--- src/rtl/imem_pkg.sv ---
// Shared definitions for the instruction-memory load controller:
// FSM state codes, the NOP instruction word and default memory geometry.
package imem_pkg;

    // Default instruction memory geometry (words / word-address bits).
    localparam int IMEM_DEPTH = 32;
    localparam int IMEM_AW    = 5;

    // addi x0,x0,0 -- returned whenever a fetch cannot return real code.
    localparam logic [31:0] NOP_INSN = 32'h0000_0013;

    // Controller state encoding.
    localparam logic [2:0] ST_IDLE  = 3'd0;
    localparam logic [2:0] ST_LOAD  = 3'd1;
    localparam logic [2:0] ST_FLUSH = 3'd2;
    localparam logic [2:0] ST_RUN   = 3'd3;
    localparam logic [2:0] ST_ERR   = 3'd4;

endpackage : imem_pkg

--- src/rtl/imem_fetch_port.sv ---
// Fetch-side read port: turns a byte PC into a word index, checks
// alignment/range, substitutes NOP for faulted or unloaded words and
// registers the result for the IF stage.
module imem_fetch_port
    import imem_pkg::*;
#(
    parameter int          DEPTH = IMEM_DEPTH,
    parameter int          AW    = IMEM_AW,
    parameter logic [31:0] NOP   = NOP_INSN
) (
    input  logic          clk,
    input  logic          rst,
    input  logic          run_en,
    input  logic          fetch_req,
    input  logic [31:0]   fetch_addr,
    input  logic [AW:0]   word_count,
    input  logic [31:0]   mem_rdata,
    output logic [AW-1:0] mem_raddr,
    output logic [31:0]   fetch_rdata,
    output logic          fetch_valid,
    output logic          fetch_fault
);

    logic        misaligned;
    logic        out_of_range;
    logic        fault_c;
    logic        loaded_c;
    logic [31:0] rdata_c;

    logic [31:0] fetch_rdata_reg;
    logic        fetch_valid_reg;
    logic        fetch_fault_reg;

    // Upper PC bits are dropped here; they only matter for the range check.
    assign mem_raddr = fetch_addr[AW+1:2];

    // Decode the request: fault on misaligned or out-of-memory PCs, NOP past the loaded image.
    always_comb begin
        misaligned   = |fetch_addr[1:0];
        out_of_range = fetch_addr >= 32'(DEPTH * 4);
        fault_c      = misaligned | out_of_range;
        loaded_c     = {1'b0, mem_raddr} < word_count;
        rdata_c      = (!fault_c && loaded_c) ? mem_rdata : NOP;
    end

    // Output register: one-cycle fetch latency, cleared when no request is accepted.
    always_ff @(posedge clk) begin
        if (rst) begin
            fetch_rdata_reg <= '0;
            fetch_valid_reg <= 1'b0;
            fetch_fault_reg <= 1'b0;
        end else if (run_en && fetch_req) begin
            fetch_rdata_reg <= rdata_c;
            fetch_valid_reg <= 1'b1;
            fetch_fault_reg <= fault_c;
        end else begin
            fetch_rdata_reg <= '0;
            fetch_valid_reg <= 1'b0;
            fetch_fault_reg <= 1'b0;
        end
    end

    assign fetch_rdata = fetch_rdata_reg;
    assign fetch_valid = fetch_valid_reg;
    assign fetch_fault = fetch_fault_reg;

endmodule : imem_fetch_port

--- src/rtl/imem_load_ctrl.sv ---
// Instruction memory owner: accepts a program from a valid/ready loader,
// writes it word by word, stalls the CPU until the image is complete and
// then serves fetches through imem_fetch_port.
module imem_load_ctrl
    import imem_pkg::*;
#(
    parameter int          DEPTH = IMEM_DEPTH,
    parameter int          AW    = IMEM_AW,
    parameter logic [31:0] NOP   = NOP_INSN
) (
    input  logic          clk,
    input  logic          rst,
    input  logic          ld_start,
    input  logic          ld_valid,
    input  logic [31:0]   ld_data,
    input  logic          ld_last,
    output logic          ld_ready,
    output logic          load_done,
    output logic          load_err,
    output logic [AW:0]   word_count,
    output logic          cpu_stall,
    input  logic          fetch_req,
    input  logic [31:0]   fetch_addr,
    output logic [31:0]   fetch_rdata,
    output logic          fetch_valid,
    output logic          fetch_fault,
    output logic          mem_we,
    output logic [AW-1:0] mem_waddr,
    output logic [31:0]   mem_wdata,
    output logic [AW-1:0] mem_raddr,
    input  logic [31:0]   mem_rdata
);

    logic [2:0]    state_reg, state_next;
    logic [AW-1:0] wptr_reg;
    logic [AW:0]   word_count_reg;
    logic          load_err_reg;
    logic          mem_we_reg;
    logic [AW-1:0] mem_waddr_reg;
    logic [31:0]   mem_wdata_reg;
    logic          hs;
    logic          run_en;

    assign ld_ready  = (state_reg == ST_LOAD);
    assign hs        = ld_valid & ld_ready;
    assign cpu_stall = (state_reg != ST_RUN);
    assign load_done = (state_reg == ST_FLUSH);
    // A restart in the same cycle as a fetch wins over the fetch.
    assign run_en    = (state_reg == ST_RUN) & ~ld_start;

    // Next-state logic; ld_start restarts the load from any state.
    always_comb begin
        state_next = state_reg;
        if (ld_start) begin
            state_next = ST_LOAD;
        end else begin
            case (state_reg)
                ST_IDLE:  state_next = ST_IDLE;
                ST_LOAD: begin
                    if (hs) begin
                        if (ld_last)
                            state_next = ST_FLUSH;
                        else if (wptr_reg == AW'(DEPTH - 1))
                            state_next = ST_ERR;
                    end
                end
                ST_FLUSH: state_next = ST_RUN;
                ST_RUN:   state_next = ST_RUN;
                ST_ERR:   state_next = ST_ERR;
                default:  state_next = ST_IDLE;
            endcase
        end
    end

    // State, write pointer, word count and the registered memory write port.
    always_ff @(posedge clk) begin
        if (rst) begin
            state_reg      <= ST_IDLE;
            wptr_reg       <= '0;
            word_count_reg <= '0;
            load_err_reg   <= 1'b0;
            mem_we_reg     <= 1'b0;
            mem_waddr_reg  <= '0;
            mem_wdata_reg  <= '0;
        end else begin
            state_reg  <= state_next;
            // A word handshaken in the same cycle as ld_start is dropped.
            mem_we_reg <= hs & ~ld_start;
            if (ld_start) begin
                wptr_reg       <= '0;
                word_count_reg <= '0;
                load_err_reg   <= 1'b0;
            end else begin
                if (hs) begin
                    mem_waddr_reg <= wptr_reg;
                    mem_wdata_reg <= ld_data;
                    wptr_reg      <= wptr_reg + 1'b1;
                    if (word_count_reg < (AW+1)'(DEPTH))
                        word_count_reg <= word_count_reg + 1'b1;
                end
                if (state_next == ST_ERR)
                    load_err_reg <= 1'b1;
            end
        end
    end

    assign load_err   = load_err_reg;
    assign word_count = word_count_reg;
    assign mem_we     = mem_we_reg;
    assign mem_waddr  = mem_waddr_reg;
    assign mem_wdata  = mem_wdata_reg;

    imem_fetch_port #(
        .DEPTH (DEPTH),
        .AW    (AW),
        .NOP   (NOP)
    ) u_fetch (
        .clk         (clk),
        .rst         (rst),
        .run_en      (run_en),
        .fetch_req   (fetch_req),
        .fetch_addr  (fetch_addr),
        .word_count  (word_count_reg),
        .mem_rdata   (mem_rdata),
        .mem_raddr   (mem_raddr),
        .fetch_rdata (fetch_rdata),
        .fetch_valid (fetch_valid),
        .fetch_fault (fetch_fault)
    );

endmodule : imem_load_ctrl

--- config.mk ---
export PLATFORM = sky130hd
export DESIGN_NAME = imem_load_ctrl
export DESIGN_NICKNAME = d
export VERILOG_FILES = /design/src/rtl/imem_pkg.sv /design/src/rtl/imem_fetch_port.sv /design/src/rtl/imem_load_ctrl.sv
export SDC_FILE = /design/constraint.sdc
export NUM_CORES = 1
export LEC_CHECK = 0
export CAP_MARGIN = 20
export CORE_UTILIZATION = 39
export CTS_BUF_LIST = sky130_fd_sc_hd__clkbuf_8 sky130_fd_sc_hd__clkbuf_16
export CTS_CLUSTER_DIAMETER = 50
export CTS_CLUSTER_SIZE = 25
export DETAILED_ROUTE_END_ITERATION = 8
export PLACE_DENSITY_LB_ADDON = 0.15
export SYNTH_ARGS = -nofsm -noshare
export SYNTH_HDL_FRONTEND = slang
export SYNTH_HIERARCHICAL = 1
export SYNTH_SLANG_ARGS = --single-unit
export TNS_END_PERCENT = 10
--- constraint.sdc ---
create_clock -name clk -period 1.9 [get_ports clk]
set_input_delay 0.475 -clock clk [delete_from_list [all_inputs] [get_ports clk]]
set_output_delay 0.475 -clock clk [all_outputs]
set_load 0.02 [all_outputs]
-- After elaboration in Yosys (flattened, before gate mapping)
Index checks and enable logic that the tools add are counted.
- $lt $le $gt $ge: 3
- reductions and logical operators: 10
- divide/modulo/power cells: 0
- $add $sub $neg: 2
- $mul: 0
- shift operators: 0
- bitwise operators: 7
- muxes and demuxes: 7
- eq/ne operators: 7
- operator list (cell ; count):
    $ge 32x8->1 const B ; 1
    $mux 3 ; 4
    $pmux 3 s3 ; 1
    $reduce_or 2->1 ; 4
    $add 6x1->6 const B ; 1
    $eq 3x2->1 const B ; 2
    $eq 3x3->1 const B ; 2
    $lt 5x6->1 ; 1
    $lt 6x6->1 const B ; 1
    $add 5x1->5 const B ; 1
    $eq 5x5->1 const B ; 1
    $mux 5 ; 1
    $reduce_and 2->1 ; 2
    $and 1x1->1 ; 3
    $eq 3x1->1 const B ; 1
    $ne 3x2->1 const B ; 1
    $not 1->1 ; 3
    $reduce_or 3->1 ; 1
    $logic_and 1x1->1 ; 2
    $logic_not 1->1 ; 1
    $mux 1 ; 1
    $or 1x1->1 ; 1
- bits in latches: 0
- output and inout bits: 87
- bits in writable memories: 0
- input bits: 102
- memories kept: 0
- word-level logic and storage cells: 47
- register bits after elaboration: 87
- memory bits (read-only): 0

-- Logic depth before layout (Yosys ltp)
Gate-level depths: netlist (run 1).
- depth in word-level cells: 7
- gate-level depth with buffers: 8
- mapped depth without buffers: 6

-- Hierarchy
The synthesis (run 1) kept the hierarchy.
- modules (own cells, without submodules) (module ; times used ; seq. area each (um^2) ; area each (um^2) ; cells each):
    imem_load_ctrl ; 1 ; 1061.0 ; 2404.8 ; 243
    imem_fetch_port ; 1 ; 680.7 ; 1258.7 ; 112

-- Worst setup path after synthesis (run 1)
OpenSTA, ideal clock, no wires.
- kind: register -> register
- start point: register word_count_reg[3], in the netlist word_count[3]
- end point: register u_fetch.fetch_rdata_reg[16], in the netlist u_fetch/fetch_rdata[16]
- stages on the path, launching flop included: 7
- period minus slack after synthesis: 1795 ps
- library setup time: 61 ps
- path slack: 105 ps
- required time: 1839 ps
- arrival: 1734 ps
- buffers on the path: 1
- path through: dfxtp_1 -> inv_1 -> ha_1 -> a211o_1 -> o21ai_2 -> clkbuf_1 -> and4_1
- word-level cells in the longest chain between the ends: 4
- RTL lines (item ; RTL line ; text):
    from (decl) ; imem_load_ctrl.sv:36 ; logic [AW:0] word_count_reg;
    from (signal assigned) ; imem_load_ctrl.sv:99 ; word_count_reg <= word_count_reg + 1'b1;
    $lt 5x6->1 ; imem_fetch_port.sv:42 ; loaded_c = {1'b0, mem_raddr} < word_count;
    $logic_and 1x1->1 ; imem_fetch_port.sv:43 ; rdata_c = (!fault_c && loaded_c) ? mem_rdata : NOP;
    $not 1->1 (no source line) ; - ;
    $reduce_or 3->1 (no source line) ; - ;
    to (signal assigned) ; imem_fetch_port.sv:53 ; fetch_rdata_reg <= rdata_c;
    to (decl) ; imem_fetch_port.sv:30 ; logic [31:0] fetch_rdata_reg;
No other way between the ends.
A chain may end at the register's enable or synchronous reset.

-- Final worst setup path (run 1)
- start point: register u_fetch.fetch_fault_reg, in the netlist u_fetch/fetch_fault
- end point: output port fetch_fault
- RTL lines (item ; RTL line ; text):
    from (decl) ; imem_fetch_port.sv:32 ; logic fetch_fault_reg;
    from (signal assigned) ; imem_fetch_port.sv:55 ; fetch_fault_reg <= fault_c;
    to (decl) ; imem_load_ctrl.sv:26 ; output logic fetch_fault,
No word-level cell between the ends.

==> results.json, run 1 <==
{
  "p_sw_uw": 930,
  "clock_latency_ps": 360,
  "cts_tree": "yes",
  "synth_cells": 355,
  "routedWlPerCell_um": 14.6,
  "hold_class": "flop to flop",
  "finClkSkew_ps": 14.9,
  "pin_count": 189,
  "cpMaxStageDelayCell": "clkdlybuf4s50_1",
  "first_global_vias": 2973,
  "hold_start": "mem_wdata[31]",
  "fin_util": 0.643,
  "crit_buf_inv": 1,
  "core-area_um2": 9150,
  "status": "finished clean",
  "cp_num_cells": 1,
  "drtPass1Iterations": 6,
  "numClockSinks": 87,
  "dp.cells": 643,
  "final_common_cell": "clkdlybuf4s50_1",
  "power.density_nw_per_um2": 612,
  "io_buffer_count": 188,
  "vdd_drop_max_v": 0.000347,
  "setup_ws_ps": 63.7,
  "finalSetupViolations": 0,
  "path_cells": "clkdlybuf4s50_1",
  "synth_seq_area_share": 0.475,
  "drive_above_1_share": 0.0931,
  "period_minus_slack_ps": 1840,
  "root_buffer": "clkbuf_8",
  "startpoint_type": "flop",
  "path_delay_family": "buffers and inverters",
  "grt_max_degree": 61,
  "post_cts_buffers": 0,
  "ys_types": 40,
  "dieHeight_um": 98.9,
  "grtUsageTotal": 0.197,
  "place.gp.congestion": 0.796,
  "num_antenna_cells": 0,
  "overflow": 0,
  "postRouteAntennaNets": 0,
  "timing.slew.headroom": 0.705,
  "dp_slack_ps": -288,
  "dieWidth_um": 98.9,
  "r2r-end": "u_fetch/fetch_rdata[25]",
  "rr_worst_depth": 7,
  "clk_pin_slew_ps": 100,
  "ys_seq_elements": 87,
  "timing_worst_setup_path_type": "flop to output port",
  "post-route-period-util": 0.966,
  "initial_core_util": 0.400,
  "wl_um": 9600,
  "p_comb_frac": 0.135,
  "clkPwrFrac": 0.350,
  "final_cell_mix": "clkdlybuf4s50_1, dfxtp_1, nand2b_1, mux2i_1, and4_1",
  "cts_htree_levels": 3,
  "cts_hold_buffers": 0,
  "vias": 3226,
  "finalHoldViolations": 0,
  "synth_ff_type": "dfxtp_1",
  "dieArea_um2": 9790,
  "synth_area_um2": 3660,
  "arrival_ps": 1360,
  "p_seq_frac": 0.515,
  "syn_nets": 464,
  "min_to": "mem_wdata[31]",
  "drt_iter0_drc": 44,
  "routed_via_density": 4.90,
  "cp_data_required_time_ps": 1420,
  "area_growth_syn_to_layout_pct": 60.7,
  "swShare": 0.258,
  "regToRegSetupSlack_ps": 220,
  "async_flop_share": 0,
  "slew_violations": 0,
  "grt_first_pass_wirelength_um": 14800,
  "row_count": 35,
  "worstMarginPinSlew_ps": 438,
  "reg2reg_from": "word_count[1]",
  "cts_buffer_depth": 2,
  "cap_violations": 0,
  "p_leak_uw": 0.00218,
  "numCtsBuffers": 9,
  "drc_errors": 0,
  "cp-end-kind": "output port",
  "stdcell_count": 659,
  "antenna_found_initial": 0,
  "ys_warn_count": 6,
  "crit_path_max_fanout": 1,
  "nets": 652,
  "rsz0062_at_grt": "no",
  "power_uw": 3600,
  "slowest_delay_ps": 670,
  "min_path_cells": 2,
  "synth_edf_count": 0,
  "p_int_uw": 2670,
  "fmax_ghz": 0.545,
  "avgSynthCellArea_um2": 10.3,
  "dpl.hpwl_um": 7250
}
[synthesized netlist by cell type (2+ instances only)]
cell / n / area share
dfxtp_1: 87 / 0.48
nand2b_1: 75 / 0.13
mux2i_1: 39 / 0.11
and4_1: 26 / 0.062
clkbuf_1: 15 / 0.015
nor2_1: 10 / 0.010
inv_1: 9 / 0.0092
buf_4: 8 / 0.016
a21oi_1: 7 / 0.0096
ha_1: 7 / 0.024
o21ai_0: 6 / 0.0082
buf_6: 5 / 0.015
nand2_1: 5 / 0.0051
nor3_1: 5 / 0.0068
nor4_1: 5 / 0.0085
or3_1: 5 / 0.0085
a31oi_1: 4 / 0.0068
and4_2: 3 / 0.0082
buf_2: 3 / 0.0041
nor3b_1: 3 / 0.0061
o31ai_1: 3 / 0.0061
nand3_1: 2 / 0.0027
nand4_1: 2 / 0.0034
nand4b_1: 2 / 0.0048
nor2_4: 2 / 0.0061
o211ai_1: 2 / 0.0041
or2_2: 2 / 0.0034
[what timing repair did]
action	in CTS	in global routing
pin swaps	0	0
setup endpoints to repair	11	2
gates resized for setup	11	4
[final cells by class]
| cell class | instances | area [µm²] |
|---|---|---|
| Fill cell | 779 | 3260 |
| Timing Repair Buffer | 209 | 2080 |
| Sequential cell | 87 | 1740 |
| Multi-Input combinational cell | 227 | 1700 |
| Tap cell | 111 | 139 |
| Clock buffer | 9 | 124 |
| Clock inverter | 7 | 75.1 |
| Inverter | 9 | 33.8 |
[layer usage]
layer / vias up / GRT usage / part of all wire
li1: 1602 / - / -
met1: 1479 / 0.231 / 0.42
met2: 131 / 0.329 / 0.48
met3: 14 / 0.0695 / 0.087
met4: 0 / 0.0769 / 0.016
met5: - / 0 / 0
[logic make-up (layout without fill, tap and decap cells)]
logic type      after synthesis  in the layout  share of synthesized area
simple gates                153            153                      0.283
flops                        87             87                      0.475
buf+inv                      41            234                     0.0618
mux                          40             40                      0.110
compound gates               26             26                     0.0441
fa+ha+maj                     7              7                     0.0239
xor+xnor                      1              1                    0.00239
[worst max path at each step]
stage	endpoint	slack, ps	startpoint
floorplan	u_fetch/fetch_rdata[16]	100	word_count[3]
global placement	u_fetch/fetch_rdata[25]	-270	fetch_addr[0]
detailed placement	u_fetch/fetch_rdata[25]	-290	fetch_addr[28]
CTS	word_count[4]	2	word_count[4]
global route	u_fetch/fetch_rdata[25]	20	fetch_addr[28]
finish	fetch_fault	60	u_fetch/fetch_fault
[per-stage QoR]
step | hold WS (ps) | area (µm²) | setup TNS, ps
after floorplan | 466 | 3660 | 0
after detailed placement | 466 | 5700 | -9630
final | 476 | 5890 | 0
after CTS | 480 | 5890 | 0
after global placement | 459 | 5700 | -8890
after global routing | 493 | 5890 | 0
[power groups by stage]
| stage | Clock [µW] | Combinational [µW] | Sequential (µW) |
|---|---|---|---|
| after floorplan | 0 | 162 | 1920 |
| after global placement | 0 | 486 | 1900 |
| after detailed placement | 0 | 493 | 1900 |
| after CTS | 1310 | 490 | 1860 |
| after global routing | 1390 | 520 | 1860 |
| final | 1260 | 485 | 1860 |
No activity file was read; power rests on OpenSTA's default activity.
==> inputs of run 2 (changes only) <==
CTS_CLUSTER_SIZE = 28   (was 25)
HOLD_SLACK_MARGIN = 0.03   (was not set)
==> results of run 2 <==
The final DEF is identical to that of run 1; final timing and power are the same.
==> inputs of run 3 (changes only) <==
CORE_UTILIZATION = 25   (was 39)
==> run 3 against run 2 <==
Against the previous run: final area is 3.1% higher; routed wire length is 6.4% higher; first-iteration DRC count is 110% higher; combinational power hardly changed; clock power is 43% higher; sequential share of layout area is 0.88 points lower; register-to-register slack hardly changed; total power is 15% higher; via count is 2.0% lower; critical endpoint is now mem_raddr[4]; largest cell class unchanged; largest power group unchanged.
==> results.json, run 3 (synthesis results as in run 1) <==
{
  "power.density_nw_per_um2": 683,
  "numClockSinks": 87,
  "dp.cells": 711,
  "grt_first_pass_wirelength_um": 15500,
  "overflow": 0,
  "dieHeight_um": 123,
  "path_delay_family": "buffers and inverters",
  "rr_worst_depth": 7,
  "clock_latency_ps": 340,
  "cts_htree_levels": 3,
  "timing_worst_setup_path_type": "input pin to output port",
  "fill_cells": 1387,
  "reg2reg_from": "word_count[1]",
  "dp_slack_ps": -257,
  "rsz0062_at_grt": "no",
  "cts_buffer_depth": 2,
  "routed_via_density": 4.35,
  "row_count": 43,
  "fmax_ghz": 0.552,
  "p_leak_uw": 0.00223,
  "power_uw": 4140,
  "postRouteAntennaNets": 0,
  "post-route-period-util": 0.953,
  "finalHoldViolations": 0,
  "slowest_delay_ps": 510,
  "routedWlPerCell_um": 14.0,
  "core-area_um2": 14100,
  "vias": 3162,
  "vdd_drop_max_v": 0.000413,
  "area_growth_syn_to_layout_pct": 65.6,
  "first_global_vias": 3188,
  "slew_violations": 0,
  "worstMarginPinSlew_ps": 379,
  "grt_max_degree": 36,
  "finClkSkew_ps": 6.94,
  "cts_hold_buffers": 0,
  "pin_count": 189,
  "crit_path_max_fanout": 2,
  "numCtsBuffers": 9,
  "arrival_ps": 1340,
  "cts_tree": "yes",
  "tns_ps": 0,
  "crit_buf_inv": 2,
  "hold_class": "flop to flop",
  "startpoint_type": "input pin",
  "holdWs_ps": 472,
  "drt_iter0_drc": 93,
  "stdcell_count": 727,
  "io_buffer_count": 188,
  "status": "finished clean",
  "cp-end-kind": "output port",
  "dpl.hpwl_um": 7440,
  "dieWidth_um": 123,
  "drtPass1Iterations": 4,
  "regToRegSetupSlack_ps": 210,
  "period_minus_slack_ps": 1810,
  "antenna_found_initial": 0,
  "final_cell_mix": "clkdlybuf4s50_1, dfxtp_1, nand2b_1, mux2i_1, and4_1",
  "cp_data_required_time_ps": 1420,
  "r2r-end": "u_fetch/fetch_rdata[24]",
  "clk_pin_slew_ps": 60,
  "num_antenna_cells": 0,
  "setup_ws_ps": 89.9,
  "nets": 651,
  "grtUsageTotal": 0.135,
  "drive_above_1_share": 0.0878,
  "worstSetupStartpoint": "fetch_addr[6]",
  "endpoint": "mem_raddr[4]",
  "wl_um": 10200,
  "root_buffer": "clkbuf_16",
  "place.gp.congestion": 0.767,
  "path_cells": "clkdlybuf4s50_1, dlygate4sd2_1",
  "cpMaxStageDelayCell": "clkdlybuf4s50_1",
  "initial_core_util": 0.260,
  "cp_num_cells": 2,
  "drc_errors": 0,
  "finalSetupViolations": 0,
  "cap_violations": 0,
  "dieArea_um2": 15100,
  "timing.slew.headroom": 0.746,
  "final_common_cell": "clkdlybuf4s50_1"
}
run 3: cell types whose count changed in the layout (fill, tap and decap cells not counted), sizes merged:
cell / change
buf: -2
inv: -2
bufinv: +1
clkbuf: -1
clkdlybuf4s50: +1
clkinv: +1
dlygate4sd1: +1
run 3: timing repair:
| item | CTS | global route |
|---|---|---|
| gates resized for setup | 11 | 3 |
| endpoints found under the hold margin | 0 | 0 |
| endpoints found under the setup margin | 11 | 2 |
| buffers inserted | 0 | 0 |
run 3: worst min path at each step:
stage	cells after the start	slack [ps]	to	startpoint
final	2	470	mem_wdata[31]	mem_wdata[31]
after global routing	2	490	mem_wdata[27]	mem_wdata[27]
after CTS	2	480	mem_wdata[20]	mem_wdata[20]
after global placement	2	460	mem_wdata[16]	mem_wdata[16]
after floorplan	2	470	mem_waddr[3]	wptr_reg[3]
after detailed placement	2	470	mem_wdata[20]	mem_wdata[20]
run 3: cell type report:
| cell class | count | area, µm² | share of cell area |
|---|---|---|---|
| clock buffer | 9 | 225 | 0.0371 |
| clock inverter | 7 | 81.3 | 0.0134 |
| sequential | 87 | 1740 | 0.287 |
| multi-input combinational | 227 | 1700 | 0.279 |
| timing repair buffer | 208 | 2070 | 0.340 |
| tap | 180 | 225 | 0.0371 |
| inverter | 9 | 33.8 | 0.00557 |
run 3: per-stage QoR:
stage | utilization | area (µm²)
final | 0.430 | 6070
after global routing | 0.430 | 6070
after CTS | 0.430 | 6070
after detailed placement | 0.410 | 5770
after global placement | 0.410 | 5770
after floorplan | - | 3660
run 3: power by group:
group	switching (µW)	internal (µW)	total [µW]
Combinational	176	307	483
Sequential	12.8	1850	1860
Clock	768	1030	1800
run 3: layer usage:
metal	share of wire	track usage	routed length (µm)	vias up
li1	-	-	-	1601
met1	0.40	0.145	4130	1421
met2	0.47	0.229	4800	135
met3	0.11	0.0729	1160	5
met4	0.011	0.0384	114	0
met5	0	0	0	-
